===== config.mk =====
export PLATFORM = sky130hd
export DESIGN_NAME = rail_fence_encrypt
export DESIGN_NICKNAME = d
export VERILOG_FILES = /design/src/rtl/rail_fence_encrypt.sv
export SDC_FILE = /design/constraint.sdc
export NUM_CORES = 1
export LEC_CHECK = 0
export BUFFER_PORTS_ARGS = -buffer_cell sky130_fd_sc_hd__buf_4
export CORE_MARGIN = 2
export CORE_UTILIZATION = 35
export DETAILED_ROUTE_END_ITERATION = 10
export HOLD_SLACK_MARGIN = 0.1
export PLACE_DENSITY = 0.46
export SLEW_MARGIN = 20
export SYNTH_ARGS = -nofsm -noshare
export SYNTH_HDL_FRONTEND = slang
export SYNTH_SLANG_ARGS = --single-unit
export TNS_END_PERCENT = 30

===== constraint.sdc =====
create_clock -name clk -period 10.65 [get_ports clk]
set_input_delay 2.13 -clock clk [delete_from_list [all_inputs] [get_ports clk]]
set_output_delay 2.13 -clock clk [all_outputs]
set_load 0.01 [all_outputs]

===== src/rtl/rail_fence_encrypt.sv =====
// rail_fence_encrypt
//   Buffers a plaintext byte stream (closed by TERM, or cut at MAX_LEN
//   bytes) and re-emits it in rail-fence (zig-zag) order for 1, 2 or 3
//   rails, followed by a single TERM byte.
//
// Ports
//   clk      : single rising-edge clock
//   reset    : synchronous, active-high
//   data_i   : plaintext byte
//   valid_i  : data_i valid this cycle (ignored while busy)
//   key      : rail select, sampled with the first byte of a message
//              (2'b10 -> 2 rails, 2'b11 -> 3 rails, otherwise 1 rail)
//   data_o   : ciphertext byte (registered)
//   valid_o  : data_o valid (registered)
//   busy     : not accepting input (registered)
module rail_fence_encrypt #(
  parameter int          MAX_LEN = 50,
  parameter logic [7:0]  TERM    = 8'hFA
) (
  input  logic       clk,
  input  logic       reset,
  input  logic [7:0] data_i,
  input  logic       valid_i,
  input  logic [1:0] key,
  output logic [7:0] data_o,
  output logic       valid_o,
  output logic       busy
);

  // One spare bit so ptr + step can never wrap.
  localparam int IW = $clog2(MAX_LEN) + 1;
  localparam int AW = (MAX_LEN > 1) ? $clog2(MAX_LEN) : 1;

  localparam logic [1:0] S_LOAD = 2'd0;
  localparam logic [1:0] S_EMIT = 2'd1;
  localparam logic [1:0] S_TERM = 2'd2;

  // Source select for the registered output byte.
  localparam logic [1:0] OUT_HOLD = 2'd0;
  localparam logic [1:0] OUT_MEM  = 2'd1;
  localparam logic [1:0] OUT_TERM = 2'd2;
  localparam logic [1:0] OUT_BYP  = 2'd3;

  logic [1:0]    state_q, state_d;
  logic [IW-1:0] len_q, len_d;
  logic [1:0]    rails_q, rails_d;
  logic [1:0]    rail_q, rail_d;
  logic [IW-1:0] ptr_q, ptr_d;
  logic [IW-1:0] step_q, step_d;
  logic          valid_q, valid_d;
  logic          busy_q, busy_d;
  logic [7:0]    data_q;

  logic [7:0]    mem_q [MAX_LEN];
  logic          wr_en;
  logic [AW-1:0] wr_addr;
  logic [AW-1:0] rd_addr;
  logic [1:0]    out_sel;

  logic [1:0]    key_rails;
  logic [IW-1:0] p_cur;
  logic [IW-1:0] sum;
  logic [1:0]    nrail;
  logic [IW-1:0] nrail_w;
  logic          edge_rail;

  // Zig-zag period; a single rail degenerates to a unit stride.
  function automatic logic [IW-1:0] period_of(input logic [1:0] r);
    if (r <= 2'd1) return IW'(1);
    return IW'({r - 2'd1, 1'b0});
  endfunction

  assign key_rails = key[1] ? (key[0] ? 2'd3 : 2'd2) : 2'd1;
  assign p_cur     = period_of(rails_q);
  assign sum       = ptr_q + step_q;
  assign nrail     = rail_q + 2'd1;
  assign nrail_w   = IW'(nrail);
  assign edge_rail = (rail_q == 2'd0) || (rail_q == rails_q - 2'd1);
  assign wr_addr   = len_q[AW-1:0];

  always_comb begin
    state_d = state_q;
    len_d   = len_q;
    rails_d = rails_q;
    rail_d  = rail_q;
    ptr_d   = ptr_q;
    step_d  = step_q;
    valid_d = valid_q;
    busy_d  = busy_q;
    wr_en   = 1'b0;
    rd_addr = '0;
    out_sel = OUT_HOLD;

    case (state_q)
      S_LOAD: begin
        if (valid_i) begin
          if (data_i == TERM) begin
            valid_d = 1'b1;
            busy_d  = 1'b1;
            if (len_q == '0) begin
              state_d = S_TERM;
              out_sel = OUT_TERM;
            end else begin
              // Rail 0 always starts at index 0.
              state_d = S_EMIT;
              rail_d  = 2'd0;
              ptr_d   = '0;
              step_d  = p_cur;
              out_sel = OUT_MEM;
            end
          end else begin
            wr_en = 1'b1;
            len_d = len_q + IW'(1);
            if (len_q == '0) rails_d = key_rails;
            if (len_q + IW'(1) == IW'(MAX_LEN)) begin
              state_d = S_EMIT;
              valid_d = 1'b1;
              busy_d  = 1'b1;
              rail_d  = 2'd0;
              ptr_d   = '0;
              step_d  = period_of(rails_d);
              // Byte 0 is still on data_i only when the buffer is one deep.
              out_sel = (len_q == '0) ? OUT_BYP : OUT_MEM;
            end
          end
        end
      end

      S_EMIT: begin
        if (sum < len_q) begin
          ptr_d   = sum;
          // Middle rails alternate two strides that always sum to P.
          step_d  = edge_rail ? step_q : (p_cur - step_q);
          rd_addr = AW'(sum);
          out_sel = OUT_MEM;
        end else if ((nrail < rails_q) && (nrail_w < len_q)) begin
          rail_d  = nrail;
          ptr_d   = nrail_w;
          step_d  = (nrail == rails_q - 2'd1) ? p_cur : (p_cur - (nrail_w << 1));
          rd_addr = AW'(nrail_w);
          out_sel = OUT_MEM;
        end else begin
          // Later rails start even further out, so all are empty.
          state_d = S_TERM;
          out_sel = OUT_TERM;
        end
      end

      S_TERM: begin
        state_d = S_LOAD;
        valid_d = 1'b0;
        busy_d  = 1'b0;
        len_d   = '0;
      end

      default: begin
        state_d = S_LOAD;
        valid_d = 1'b0;
        busy_d  = 1'b0;
      end
    endcase
  end

  always_ff @(posedge clk) begin
    if (reset) begin
      state_q <= S_LOAD;
      len_q   <= '0;
      rails_q <= '0;
      rail_q  <= '0;
      ptr_q   <= '0;
      step_q  <= '0;
      valid_q <= 1'b0;
      busy_q  <= 1'b0;
    end else begin
      state_q <= state_d;
      len_q   <= len_d;
      rails_q <= rails_d;
      rail_q  <= rail_d;
      ptr_q   <= ptr_d;
      step_q  <= step_d;
      valid_q <= valid_d;
      busy_q  <= busy_d;
    end
  end

  // Payload buffer: contents need no reset.
  always_ff @(posedge clk) begin
    if (wr_en) mem_q[wr_addr] <= data_i;
  end

  always_ff @(posedge clk) begin
    if (reset) begin
      data_q <= 8'h00;
    end else begin
      case (out_sel)
        OUT_MEM:  data_q <= mem_q[rd_addr];
        OUT_TERM: data_q <= TERM;
        OUT_BYP:  data_q <= data_i;
        default:  data_q <= data_q;
      endcase
    end
  end

  assign data_o  = data_q;
  assign valid_o = valid_q;
  assign busy    = busy_q;

endmodule


==> results.toml <==
[cts]
clkTransAtPathRegs_ns = 0.06
htreeDepth = 2
cts_setup_buffers = 0
cts_hold_buffers = 0
root_buffer = "clkbuf_16"
insertion_delay_ns = 0.59
numCtsBuffers = 47
cts_buffer_depth = 3
post_cts_resized = 0
clkSinkCount = 436
cts_tree = "yes"

[sta]
final-hold-violation-count = 0
timing.final.max_slew_violations = 0
post-route-min-period_ns = 6.05
hold_slack_ns = 0.502
fin_tns_setup_ns = 0
fmax_ghz = 0.165
period_share_pct = 56.9
max_slew.worst_pin.slew_ns = 1.09
relSlewSlack_pct = 27.0
worst_clock_skew_ns = 0.0265
rsz0062_at_grt = "false"
setup_viol = 0

[yosys]
syn-cell-area_mm2 = 0.0187
netlist_instances = 1424
synth_top_family_by_area = "simple AND/OR/NAND/NOR gates"
synth.yosys.warnings = 0
ys_ff_latch = 436
ys_seq_area_share_pct = 68.2
synthArstFlopShare_pct = 0
synth-simple-area-share_pct = 12.8
postSynthAreaPerCell_um2 = 13.1
synth_compound_area_share_pct = 8.63
synth_edf_count = 400
synth_top_area_share_pct = 64.3
ys.flop_type = "edfxtp_1"
yosysUniqueCellTypes = 79
synthesis.nets = 1466
synthMuxAreaShare_pct = 5.09
synth_fa_ha_area_share_pct = 2.06
post-synth-top-area-cell = "edfxtp_1"
synth_area_leaders = "edfxtp_1 64%, nand2_1 5.6%, dfxtp_1 3.9%"
synth_xor_area_share_pct = 0.422

[grt]
grt_pass1_wl_um = 85000
grt_pass1_vias = 11805
grt_start_max_net_pins = 70
antenna_found_initial = 1
grt_usage_pct = 20.9
overflow = 0

[job]
max-cap-violations = 0

[power]
power.leakage_nw = 7.21
ir_drop_uv = 111
power_density_mw_per_mm2 = 170

[die]
core-area_mm2 = 0.0527
io_pins = 23
start_util_pct = 35.5
die_h_um = 235
rows = 84
die_area_mm2 = 0.0552
dieWidth_um = 235

[detailed_routing]
route.vias.total = 12132
wl_per_cell_um = 26.9
detail_route.vias_per_cell = 5.59
remaining_drc_errors = 0
drt-initial-drc-count = 1075
ant_nets = 0
dr.pass1.iters = 5
routed_wl_um = 58400

[status]
outcome = "complete, no violations"

[final_layout]
final_cell_area_mm2 = 0.0209
final_cell_mix = "400 x edfxtp_1, 281 x nand2_1, 105 x nor2_1"
fillers = 4962
layout_commonest_cell = "edfxtp_1"
drive_gt1_share_pct = 9.64
area.growth.synth_to_final_pct = 12.1
utilization_pct = 39.7
antennaDiodeCount = 0
fin_nets = 1490

[placement]
place_hpwl_um = 35800
dpl_cell_area_mm2 = 0.0195
port_buffers = 22
routabilityCongestion = 0.827

[worst_setup_path]
crit_type = "register to register"
cp.arrival_ns = 6.50
end_kind = "register"
worstPathRequired_ns = 11.10
crit_fanout = 59
start_kind = "register"

[worst_hold_path]
hold_class = "register to register"
[sequential cells by signal (all words and copies together) (netlist names)]
name	flops
step_q	7
rail_q	2
mem_q	400
len_q	7
data_o	8
ptr_q	7
state_q	2
busy	1
rails_q	2
[synth_stat cells (16+ instances only)]
library cell	instances
inv_1	23
edfxtp_1	400
nand3_1	96
a31oi_1	24
buf_4	16
nand2_1	281
a21oi_1	63
ha_1	26
clkbuf_1	20
dfxtp_1	36
o21ai_0	30
mux2i_1	56
nor2_1	106
buf_2	28
[where the power goes]
part,internal [mW],total (mW),switching [mW]
clock network,0.912,1.58,0.665
logic,0.0229,0.0973,0.0744
registers,1.87,1.88,0.00425
total,2.81,3.55,0.743
[worst max-delay path, cell delays in order, from the launching register on]
cell and delay [ns]:
dfxtp_1 0.33, ha_1 0.21, fa_1 0.40, a21o_1 0.17, a21oi_1 0.22, o21bai_1 0.09, a21oi_1 0.17, xnor2_1 0.17
ha_1 0.28, and4_1 0.30, a21o_4 0.35, a31oi_4 0.17, buf_4 0.54, buf_4 0.77, mux4_1 0.65, a2111oi_0 0.54
a22oi_1 0.24, nand2_1 0.14, a211oi_2 0.07
[stage by stage]
stage / worst slack, ns / std cells / power [mW]
global placement: 4.68 / 2087 / 2.01
CTS: 4.57 / 2172 / 3.58
detailed placement: 4.62 / 2087 / 2.01
finish: 4.60 / 2172 / 3.55
floorplan: 6.45 / 1424 / 1.95
global route: 4.24 / 2172 / 3.65
[path summary, 6_finish.rpt]
path | from | to | slack (ns) | cells past startpoint
worst min register to register | len_q[6] | len_q[6] | 0.50 | 1
worst min-delay path | len_q[6] | len_q[6] | 0.50 | 1
worst max-delay path | step_q[0] | data_o[1] | 4.60 | 18
worst max register to register | step_q[0] | data_o[1] | 4.60 | 18
[cell type report]
cell class	count	area [um^2]	area share (%)
Tap cell	688	861	4.11
Sequential cell	436	12700	60.8
Multi-Input combinational cell	892	5440	26.0
Timing Repair Buffer	47	353	1.69
Clock inverter	19	159	0.759
Clock buffer	66	1290	6.16
Inverter	24	90.1	0.430
[kinds of logic (layout without fill, tap and decap cells)]
kind of cell / after synthesis / in the layout
AOI/OAI and AO/OA: 228 / 228
xor gates and xnor gates: 9 / 9
adders and majority gates: 29 / 29
buffers and inverters: 96 / 156
DFF: 436 / 436
muxes: 73 / 73
and+or+nand+nor: 553 / 553
[routing by layer]
metal	track usage, %	routed length [um]	vias to the layer above	share of wire [%]
li1	-	-	5393	-
met1	30.1	26800	6246	46
met2	32.6	26700	391	46
met3	3.20	3100	102	5.3
met4	6.35	1770	0	3.0
met5	0	0	-	0
Power figures use the tool's default switching activity.
